`src/rtl/iir_stream_pkg.sv`:
```
// Shared definitions for the iir_filter stream transmitter: FSM state
// encoding and default sizing constants shared with iir_filter benches.
package iir_stream_pkg;

  localparam int NB_DEF    = 12;
  localparam int DEPTH_DEF = 8;
  localparam int GAPW_DEF  = 4;
  localparam int CNTW_DEF  = 16;

  typedef enum logic [1:0] {
    IDLE = 2'd0,
    RUN  = 2'd1,
    GAP  = 2'd2,
    DONE = 2'd3
  } tx_state_t;

endpackage

```
`src/rtl/iir_stream_tx_fifo.sv`:
```
// sync_fifo: single-clock FIFO without fall-through. The head word is read
// combinationally from storage, so a word written on one edge is only
// visible (and poppable) from the next cycle on. A separate occupancy
// count distinguishes full from empty; pointers wrap modulo DEPTH.
module sync_fifo #(
  parameter int NB    = 12,
  parameter int DEPTH = 8
) (
  input  logic                       clk,
  input  logic                       rst_n,
  input  logic                       push,
  input  logic                       pop,
  input  logic [NB-1:0]              wdata,
  output logic [NB-1:0]              rdata,
  output logic                       full,
  output logic                       empty,
  output logic [$clog2(DEPTH):0]     count
);

  localparam int AW = $clog2(DEPTH);
  localparam int unsigned FULL_CNT = DEPTH;

  logic [NB-1:0] mem [DEPTH];
  logic [AW-1:0] wr_ptr;
  logic [AW-1:0] rd_ptr;
  logic          do_push;
  logic          do_pop;

  assign full    = (count == FULL_CNT[AW:0]);
  assign empty   = (count == '0);
  assign do_push = push && !full;
  assign do_pop  = pop && !empty;
  assign rdata   = mem[rd_ptr];

  // Storage write; contents need no reset because count gates visibility.
  always_ff @(posedge clk) begin
    if (do_push) mem[wr_ptr] <= wdata;
  end

  // Pointer and occupancy tracking.
  always_ff @(posedge clk or negedge rst_n) begin
    if (!rst_n) begin
      wr_ptr <= '0;
      rd_ptr <= '0;
      count  <= '0;
    end else begin
      if (do_push) wr_ptr <= wr_ptr + 1'b1;
      if (do_pop)  rd_ptr <= rd_ptr + 1'b1;
      case ({do_push, do_pop})
        2'b10:   count <= count + 1'b1;
        2'b01:   count <= count - 1'b1;
        default: count <= count;
      endcase
    end
  end

endmodule

```
`src/rtl/iir_stream_tx.sv`:
```
// iir_stream_tx: buffers upstream samples (valid/ready) in a sync_fifo and
// replays them to iir_filter as single-cycle vOut/dOut pulses with a
// programmable idle gap, signalling done after n_samples.
// Optional macro IIR_TX_UFLOW_CNT_EN adds a saturating uflow_cnt[7:0] port.
module iir_stream_tx
  import iir_stream_pkg::*;
#(
  parameter int NB    = NB_DEF,
  parameter int DEPTH = DEPTH_DEF,
  parameter int GAPW  = GAPW_DEF,
  parameter int CNTW  = CNTW_DEF
) (
  input  logic            clk,
  input  logic            rst_n,
  input  logic [NB-1:0]   s_data,
  input  logic            s_valid,
  output logic            s_ready,
  input  logic            start,
  input  logic [CNTW-1:0] n_samples,
  input  logic [GAPW-1:0] gap,
  output logic [NB-1:0]   dOut,
  output logic            vOut,
  output logic            busy,
  output logic            done,
`ifdef IIR_TX_UFLOW_CNT_EN
  output logic [7:0]      uflow_cnt,
`endif
  output logic            underflow
);

  tx_state_t               state;
  logic [CNTW-1:0]         n_lat;
  logic [CNTW-1:0]         cnt;
  logic [GAPW-1:0]         gap_lat;
  logic [GAPW-1:0]         gcnt;

  logic                    fifo_push;
  logic                    fifo_pop;
  logic [NB-1:0]           fifo_rdata;
  logic                    fifo_full;
  logic                    fifo_empty;
  logic [$clog2(DEPTH):0]  fifo_count;
  logic                    fifo_count_unused;

  // Occupancy is exported by the FIFO for debug; flow control uses full/empty.
  assign fifo_count_unused = ^fifo_count;

  assign s_ready   = !fifo_full;
  assign fifo_push = s_valid && s_ready;
  assign fifo_pop  = (state == RUN) && !fifo_empty;

  sync_fifo #(
    .NB    (NB),
    .DEPTH (DEPTH)
  ) u_fifo (
    .clk   (clk),
    .rst_n (rst_n),
    .push  (fifo_push),
    .pop   (fifo_pop),
    .wdata (s_data),
    .rdata (fifo_rdata),
    .full  (fifo_full),
    .empty (fifo_empty),
    .count (fifo_count)
  );

  // Transfer FSM with gap counter and registered stream/status outputs.
  always_ff @(posedge clk or negedge rst_n) begin
    if (!rst_n) begin
      state     <= IDLE;
      n_lat     <= '0;
      cnt       <= '0;
      gap_lat   <= '0;
      gcnt      <= '0;
      dOut      <= '0;
      vOut      <= 1'b0;
      busy      <= 1'b0;
      done      <= 1'b0;
      underflow <= 1'b0;
`ifdef IIR_TX_UFLOW_CNT_EN
      uflow_cnt <= '0;
`endif
    end else begin
      vOut <= 1'b0;
      case (state)
        IDLE, DONE: begin
          if (start) begin
            n_lat     <= n_samples;
            gap_lat   <= gap;
            cnt       <= '0;
            underflow <= 1'b0;
`ifdef IIR_TX_UFLOW_CNT_EN
            uflow_cnt <= '0;
`endif
            if (n_samples == '0) begin
              state <= DONE;
              busy  <= 1'b0;
              done  <= 1'b1;
            end else begin
              state <= RUN;
              busy  <= 1'b1;
              done  <= 1'b0;
            end
          end
        end
        RUN: begin
          if (!fifo_empty) begin
            dOut <= fifo_rdata;
            vOut <= 1'b1;
            cnt  <= cnt + 1'b1;
            if (cnt + 1'b1 == n_lat) begin
              state <= DONE;
              busy  <= 1'b0;
              done  <= 1'b1;
            end else if (gap_lat != '0) begin
              gcnt  <= gap_lat;
              state <= GAP;
            end
          end else begin
            underflow <= 1'b1;
`ifdef IIR_TX_UFLOW_CNT_EN
            if (uflow_cnt != 8'hFF) uflow_cnt <= uflow_cnt + 1'b1;
`endif
          end
        end
        GAP: begin
          if (gcnt == GAPW'(1)) state <= RUN;
          else                  gcnt  <= gcnt - 1'b1;
        end
        default: state <= IDLE;
      endcase
    end
  end

endmodule

```
`config.mk`:
```
export PLATFORM = sky130hd
export DESIGN_NAME = iir_stream_tx
export DESIGN_NICKNAME = d
export VERILOG_FILES = /design/src/rtl/iir_stream_pkg.sv /design/src/rtl/iir_stream_tx_fifo.sv /design/src/rtl/iir_stream_tx.sv
export SDC_FILE = /design/constraint.sdc
export NUM_CORES = 1
export LEC_CHECK = 0
export ABC_CLOCK_PERIOD_IN_PS = 4900
export CAP_MARGIN = 20
export CORE_MARGIN = 1
export CORE_UTILIZATION = 63
export DETAILED_ROUTE_END_ITERATION = 8
export PLACE_DENSITY_LB_ADDON = 0.3
export SLEW_MARGIN = 20
export SYNTH_ARGS = -nofsm -noshare
export SYNTH_HDL_FRONTEND = slang
export SYNTH_SLANG_ARGS = --single-unit
```
`constraint.sdc`:
```
create_clock -name clk -period 4.9 [get_ports clk]
set_clock_uncertainty 0.2 [all_clocks]
set_input_delay 0.49 -clock clk [delete_from_list [all_inputs] [get_ports clk]]
set_output_delay 0.49 -clock clk [all_outputs]
set_load 0.005 [all_outputs]
```
==> flow_summary.ini, run 1 <==
[run_status]
outcome = complete, no violations

[global_routing]
global_route.usage.total = 0.286
met1_usage = 0.357
grt_start_max_net_pins = 40
global_route.usage.met3 = 0.0604
grt-ovfl-total = 0
grt_first_pass_wirelength_mm = 24.1
grtUsageMet2 = 0.475
number_of_antenna_violations_at_the_first_check_in_global_routing = 1
first_global_vias = 4721
busiest_layer = met2

[detailed_routing]
detail_route.first_pass.iterations = 7
vias = 4682
routed_wl_mm = 15.4
route.detailed.vias_per_inst = 6.41
route.antenna.remaining_nets = 0
starting_drt_drc_count = 426
drc = 0
drt-wirelength-per-cell_um = 21.1

[layout]
number_of_nets_in_the_final_layout = 623
drive_gt1_frac = 0.165
syn2layout_area_growth_pct = 18.2
final_core_utilization = 0.776
final.fill_count = 632
final-instance-count-excl-fill = 730
seq_area_mm2 = 0.00459
multiInputGateArea_mm2 = 0.00253

[timing]
hold_viol = 0
fin_crit_sh = 0.712
setup_tns_ps = 0
slew_violations = 0
max_freq_mhz = 287
grt_setup_unrepaired = false
minimum_clock_period_ps = 3490
setup_viol = 0
slew_headroom = 0.387
worst_pin_slew_ps = 917

[setup_path]
worst_setup_path_start_kind = flop
endpoint_kind = flop
max_stage_delay_ps = 580
worstSetupPathType = flop to flop
startpoint = cnt[4]
worstPathCellList = nand4_1, or4_1, or4b_1, a31o_1, a2111o_1, a21oi_1, o221ai_1
worst_ep_required_time_ps = 4960
critical-path-slowest-cell = sky130_fd_sc_hd__dfrtp_1
worst_r2r_startpoint = cnt[4]
path_max_fanout = 13
worstPathArrival_ps = 3550

[synth]
synthCells = 519
netlist-cell-type-count = 55
postSynth.topFlopCell = sky130_fd_sc_hd__edfxtp_1
post_synth_arst_share = 0.415
main_combinational_cell_family_by_area_after_synthesis = multiplexers
synth-compound-area-share = 0.0663
syn_avg_cell_area_um2 = 14.0
post_synth_fa_ha_maj_area_fraction = 0.0200
synth_edf_count = 96
xor_xnor_fraction_of_synth_area = 0.0290
seq_area_frac_synth = 0.633
yosys-mux-area-fraction = 0.130
synthesis.nets = 566
post_synth_instance_area_mm2 = 0.00724
yosys_warnings = 0
synth-seq-cells = 164
synthSimpleGateAreaFrac = 0.101

[power_and_ir_drop]
power.ir.vdd_worst_uv = 448
power_switching_share = 0.334
p_switching_uw = 1760
p_clk_frac = 0.258
p_leak_uw = 0.00320
p_int_uw = 3500
power.density_mw_per_mm2 = 615
power.combinational.fraction = 0.336
seq_power_share = 0.405

[floorplanning]
initial_core_util = 0.657
dieWidth_um = 109
placement_rows = 38
die_h_um = 109
design.core.area_mm2 = 0.0110
io-pin-count = 53
die-area_mm2 = 0.0119

[placement]
buffer_ports.inserted = 52
hpwl_mm = 9.51
post-place-cells = 696
globalplace.congestion = 0.932

[cts]
path_clk_slew_ps = 60
clock_insertion_delay_worst_skew_ps = 430
cts-buffers-inserted = 17
cts_max_path_buffers = 2
cts_tree = done
clock_tree.htree_level_count = 4
buffer_cell_driving_the_clock_tree_root = sky130_fd_sc_hd__clkbuf_16
clock_sinks = 164

[hold_path]
min-delay-start = dOut[11]
holdCritPathClass = flop to flop

[job]
number_of_max_capacitance_violations_reported = 0
[metrics by stage]
step / setup slack [ps] / area [µm²] / power (µW) / hold slack, ps
2_1_floorplan: 1760 / 7240 / 3290 / -5.59
3_3_place_gp: 1620 / 7940 / 3780 / 268
3_5_place_dp: 1550 / 7940 / 3890 / 277
4_1_cts: 1500 / 8560 / 5280 / 291
5_1_grt: 1290 / 8560 / 5520 / 323
6_report: 1410 / 8560 / 5260 / 280
[layer usage]
layer	vias up	routed length [µm]	share of wire
li1	2082	-	-
met1	2362	6010	0.39
met2	198	7960	0.52
met3	40	998	0.065
met4	0	405	0.026
met5	-	0	0
[layout by cell type (no fill, tap or decap), types with 5 or more instances in the layout]
cell type / count
sky130_fd_sc_hd__mux2i_1: 15
sky130_fd_sc_hd__nor2_1: 20
sky130_fd_sc_hd__nand2_1: 45
sky130_fd_sc_hd__o31ai_1: 5
sky130_fd_sc_hd__nor4_1: 7
sky130_fd_sc_hd__a21oi_1: 13
sky130_fd_sc_hd__mux4_2: 24
sky130_fd_sc_hd__clkdlybuf4s50_1: 51
sky130_fd_sc_hd__xor2_1: 8
sky130_fd_sc_hd__xnor2_1: 16
sky130_fd_sc_hd__nand2b_1: 6
sky130_fd_sc_hd__inv_1: 14
sky130_fd_sc_hd__buf_4: 11
sky130_fd_sc_hd__nand4_1: 9
sky130_fd_sc_hd__ha_1: 10
sky130_fd_sc_hd__nor3_1: 6
sky130_fd_sc_hd__o21ai_0: 31
sky130_fd_sc_hd__clkbuf_16: 17
sky130_fd_sc_hd__dfrtp_1: 67
sky130_fd_sc_hd__mux2_2: 21
sky130_fd_sc_hd__nand3_1: 16
sky130_fd_sc_hd__edfxtp_1: 96
[flip-flops by register name, indices dropped and copies added (netlist names)]
signal / flops
gcnt: 4
gap_lat: 4
u_fifo.wr_ptr: 3
underflow: 1
u_fifo.rd_ptr: 3
vOut: 1
u_fifo.mem: 96
dOut: 12
state: 2
busy: 1
n_lat: 16
done: 1
cnt: 16
u_fifo.count: 4
[logic make-up (layout without fill, tap and decap cells)]
family          Yosys count  after routing
simple gates            143            143
compound gates           76             76
mux                      61             61
flops                   164            164
other cells               0              1
buf+inv                  40            110
xor+xnor                 24             24
fa+ha+maj                11             11
[layout make-up]
cell class / instances / area share
Inverter: 14 / 0.00614
Clock inverter: 13 / 0.0202
Clock buffer: 19 / 0.0506
Multi-Input combinational cell: 315 / 0.296
Sequential cell: 164 / 0.536
Tap cell: 140 / 0.0205
Timing Repair Buffer: 64 / 0.0710
Antenna cell: 1 / 0.000292
[worst paths after layout]
check | slack, ps | endpoint | cells past startpoint
min reg2reg | 280 | dOut[11] | 2
min in group asynchronous | 430 | n_lat[4] | 2
max reg2reg | 1410 | gcnt[2] | 7
max | 1410 | gcnt[2] | 7
min | 280 | dOut[11] | 2
max in group asynchronous | 3040 | u_fifo.rd_ptr[1] | 3
[worst max-delay path: cells and delay by family, from the launching register on]
kind	cells	cell delay, ps
DFF	1	580
AOI/OAI and AO/OA	4	1250
and+or+nand+nor	3	1290
[cell usage after synthesis, types with 8 or more instances]
| master | instances | area [µm²] |
|---|---|---|
| sky130_fd_sc_hd__a21oi_1 | 13 | 65.1 |
| sky130_fd_sc_hd__clkbuf_1 | 19 | 71.3 |
| sky130_fd_sc_hd__dfrtp_1 | 68 | 1700 |
| sky130_fd_sc_hd__edfxtp_1 | 96 | 2880 |
| sky130_fd_sc_hd__ha_1 | 10 | 125 |
| sky130_fd_sc_hd__inv_1 | 14 | 52.6 |
| sky130_fd_sc_hd__mux2_2 | 21 | 236 |
| sky130_fd_sc_hd__mux2i_1 | 15 | 150 |
| sky130_fd_sc_hd__mux4_2 | 24 | 541 |
| sky130_fd_sc_hd__nand2_1 | 45 | 169 |
| sky130_fd_sc_hd__nand3_1 | 16 | 80.1 |
| sky130_fd_sc_hd__nand4_1 | 9 | 56.3 |
| sky130_fd_sc_hd__nor2_1 | 20 | 75.1 |
| sky130_fd_sc_hd__nor3_1 | 10 | 50.1 |
| sky130_fd_sc_hd__nor4_1 | 8 | 50.1 |
| sky130_fd_sc_hd__o21ai_0 | 31 | 155 |
| sky130_fd_sc_hd__xnor2_1 | 16 | 140 |
| sky130_fd_sc_hd__xor2_1 | 8 | 70.1 |
[power by group through the flow]
stage               Clock [µW]  Sequential [µW]  Combinational [µW]
floorplan                    0             2010                1280
global placement             0             2130                1650
detailed placement           0             2150                1740
CTS                       1370             2130                1780
global route              1420             2170                1940
finish                    1360             2130                1770
[timing repair]
| item | in CTS | in global routing |
|---|---|---|
| resized for setup | 0 | 0 |
| buffers inserted | 0 | 0 |
| endpoints found under the hold margin | 29 | 0 |
| hold buffers | 1 | 0 |
No activity file was read; power rests on OpenSTA's default activity.
==> run 2, diff against run 1 <==
--- a/config.mk
+++ b/config.mk
@@ -5,10 +5,10 @@
 export SDC_FILE = /design/constraint.sdc
 export NUM_CORES = 1
 export LEC_CHECK = 0
-export ABC_CLOCK_PERIOD_IN_PS = 4900
+export ABC_CLOCK_PERIOD_IN_PS = 3100
 export CAP_MARGIN = 20
 export CORE_MARGIN = 1
-export CORE_UTILIZATION = 63
+export CORE_UTILIZATION = 53
 export DETAILED_ROUTE_END_ITERATION = 8
 export PLACE_DENSITY_LB_ADDON = 0.3
 export SLEW_MARGIN = 20
==> constraint.sdc (replaced) <==
create_clock -name clk -period 3.1 [get_ports clk]
set_clock_uncertainty 0.2 [all_clocks]
set_input_delay 0.31 -clock clk [delete_from_list [all_inputs] [get_ports clk]]
set_output_delay 0.31 -clock clk [all_outputs]
set_load 0.005 [all_outputs]
==> run 2 against run 1 <==
Largest power group unchanged. Critical path depth stayed put. Highest routed layer unchanged. Count of clock-buffer cells in the layout decreased by 2. Global-route usage fell by 4.3 points. Largest cell class unchanged. Critical path type unchanged.
==> flow_summary.ini, run 2 (synthesized netlist as in run 1, its figures left out) <==
[global_routing]
grt_start_max_net_pins = 28
first_global_vias = 4837
grt_first_pass_wirelength_mm = 25.5
grt-ovfl-total = 0
number_of_antenna_violations_at_the_first_check_in_global_routing = 0
global_route.usage.total = 0.243

[layout]
final_common_cell = sky130_fd_sc_hd__edfxtp_1
layout.cells.most_common_list = sky130_fd_sc_hd__edfxtp_1 (96), sky130_fd_sc_hd__dfrtp_1 (68), sky130_fd_sc_hd__clkdlybuf4s50_1 (51)
final.fill_count = 900
drive_gt1_frac = 0.196
final_core_utilization = 0.662
regs_by_ff_count = u_fifo.mem (96), cnt (16), n_lat (16)
number_of_nets_in_the_final_layout = 646
top_register = u_fifo.mem
antenna-diode-count = 0
largest_register_ffs = 96
final-instance-count-excl-fill = 788
fin_area_mm2 = 0.00880
syn2layout_area_growth_pct = 21.5

[placement]
hpwl_mm = 10.2
preCtsSetupSlack_ps = 75.0
post-place-cells = 755
placement.cell_area_mm2 = 0.00814
globalplace.congestion = 0.906
buffer_ports.inserted = 52

[floorplanning]
die-area_mm2 = 0.0141
io-pin-count = 53
dieWidth_um = 119
design.core.area_mm2 = 0.0133
placement_rows = 42
die_h_um = 119
initial_core_util = 0.545

[timing]
holdWs_ps = 210
fin_crit_sh = 0.979
hold_viol = 0
fin_ws_ps = 63.8
setup_viol = 0
slew_headroom = 0.400
worst_pin_slew_ps = 900
max_freq_mhz = 329
minimum_clock_period_ps = 3040
slew_violations = 0
grt_setup_unrepaired = false

[setup_path]
endpoint_kind = flop
path_max_fanout = 5
worst_setup_path_start_kind = flop
worstPathArrival_ps = 3150
worst_ep_required_time_ps = 3210
worstSetupPathType = flop to flop

[cts]
clock_sinks = 164
cts-buffers-inserted = 17
buffer_cell_driving_the_clock_tree_root = sky130_fd_sc_hd__clkbuf_16
clock_tree.htree_level_count = 4
cts_max_path_buffers = 2
cts_tree = done
clock_insertion_delay_worst_skew_ps = 430
path_clk_slew_ps = 70

[power_and_ir_drop]
p_leak_uw = 0.00334
power.ir.vdd_worst_uv = 554
p_int_uw = 5610
power.combinational.fraction = 0.345
power_switching_share = 0.336
power.density_mw_per_mm2 = 960
p_clk_frac = 0.266
seq_power_share = 0.389
p_switching_uw = 2840

[detailed_routing]
starting_drt_drc_count = 411
route.antenna.remaining_nets = 0
vias = 4750
drc = 0
drt-wirelength-per-cell_um = 20.2
route.detailed.vias_per_inst = 6.03
routed_wl_mm = 15.9
detail_route.first_pass.iterations = 5

[hold_path]
holdCritPathClass = input pin to asynchronous set/reset pin

[run_status]
outcome = complete, no violations

[job]
number_of_max_capacitance_violations_reported = 0
-- run 2: cell count changes in the layout (fill, tap and decap cells not counted), sizes merged --
cell,before,now
clkbuf,19,17
clkinvlp,3,0
buf,12,35
inv,18,23
diode,1,0
-- run 2: through the flow --
stage / power, µW / setup TNS, ps
6_report: 8450 / 0
4_1_cts: 8480 / 0
3_5_place_dp: 6190 / 0
2_1_floorplan: 5210 / -38.2
5_1_grt: 8910 / 0
3_3_place_gp: 6050 / 0
-- run 2: final timing paths --
kind | to | depth (start not counted) | startpoint | slack (ps)
min reg2reg | dOut[1] | 2 | dOut[1] | 290
max in group asynchronous | dOut[1] | 3 | rst_n | 1710
min | state[0] | 2 | rst_n | 210
min in group clk | dOut[1] | 2 | dOut[1] | 290
max reg2reg | state[1] | 7 | cnt[8] | 60
max | state[1] | 7 | cnt[8] | 60
-- run 2: power by group through the flow --
stage          Combinational (µW)  Sequential, µW  Clock (µW)
3_5_place_dp                 2880            3320           0
6_report                     2910            3290        2250
2_1_floorplan                2030            3180           0
3_3_place_gp                 2760            3290           0
5_1_grt                      3210            3340        2350
4_1_cts                      2910            3290        2280
-- run 2: final cells by class --
class,count,area (µm²),area share
Clock buffer,17,425,0.0483
Multi-Input combinational cell,315,2530,0.287
Inverter,14,52.6,0.00597
Clock inverter,15,209,0.0237
Sequential cell,164,4580,0.521
Timing Repair Buffer,87,781,0.0887
Tap cell,176,220,0.0250
-- run 2: routing by layer --
layer | up-vias | part of all wire | track usage
li1 | 2131 | - | -
met1 | 2400 | 0.40 | 0.295
met4 | 0 | 0.024 | 0.104
met5 | - | 0 | 0
met2 | 189 | 0.52 | 0.423
met3 | 30 | 0.052 | 0.0498
-- run 2: what timing repair did --
| action | 4_1_cts | 5_1_grt |
|---|---|---|
| setup endpoints to repair | 0 | 4 |
| hold buffers | 1 | 0 |
| setup buffers | 0 | 0 |
| hold endpoints to repair | 20 | 0 |
| resized for setup | 0 | 3 |
-- run 2: worst max-delay path, stage by stage, from the launching register on --
cell,delay (ps)
sky130_fd_sc_hd__dfrtp_1,370
sky130_fd_sc_hd__nand4_2,110
sky130_fd_sc_hd__or4_1,560
sky130_fd_sc_hd__or4b_1,490
sky130_fd_sc_hd__a31o_1,190
sky130_fd_sc_hd__a2111o_1,460
sky130_fd_sc_hd__a21oi_2,200
sky130_fd_sc_hd__mux2_1,330
==> run 3, diff against run 2 <==
--- a/config.mk
+++ b/config.mk
@@ -7,7 +7,6 @@
 export LEC_CHECK = 0
 export ABC_CLOCK_PERIOD_IN_PS = 3100
 export CAP_MARGIN = 20
-export CORE_MARGIN = 1
 export CORE_UTILIZATION = 53
 export DETAILED_ROUTE_END_ITERATION = 8
 export PLACE_DENSITY_LB_ADDON = 0.3
@@ -15,3 +14,4 @@
 export SYNTH_ARGS = -nofsm -noshare
 export SYNTH_HDL_FRONTEND = slang
 export SYNTH_SLANG_ARGS = --single-unit
+export TNS_END_PERCENT = 100
==> results of run 3 <==
Final layout, timing and power as in run 2 (identical DEF).
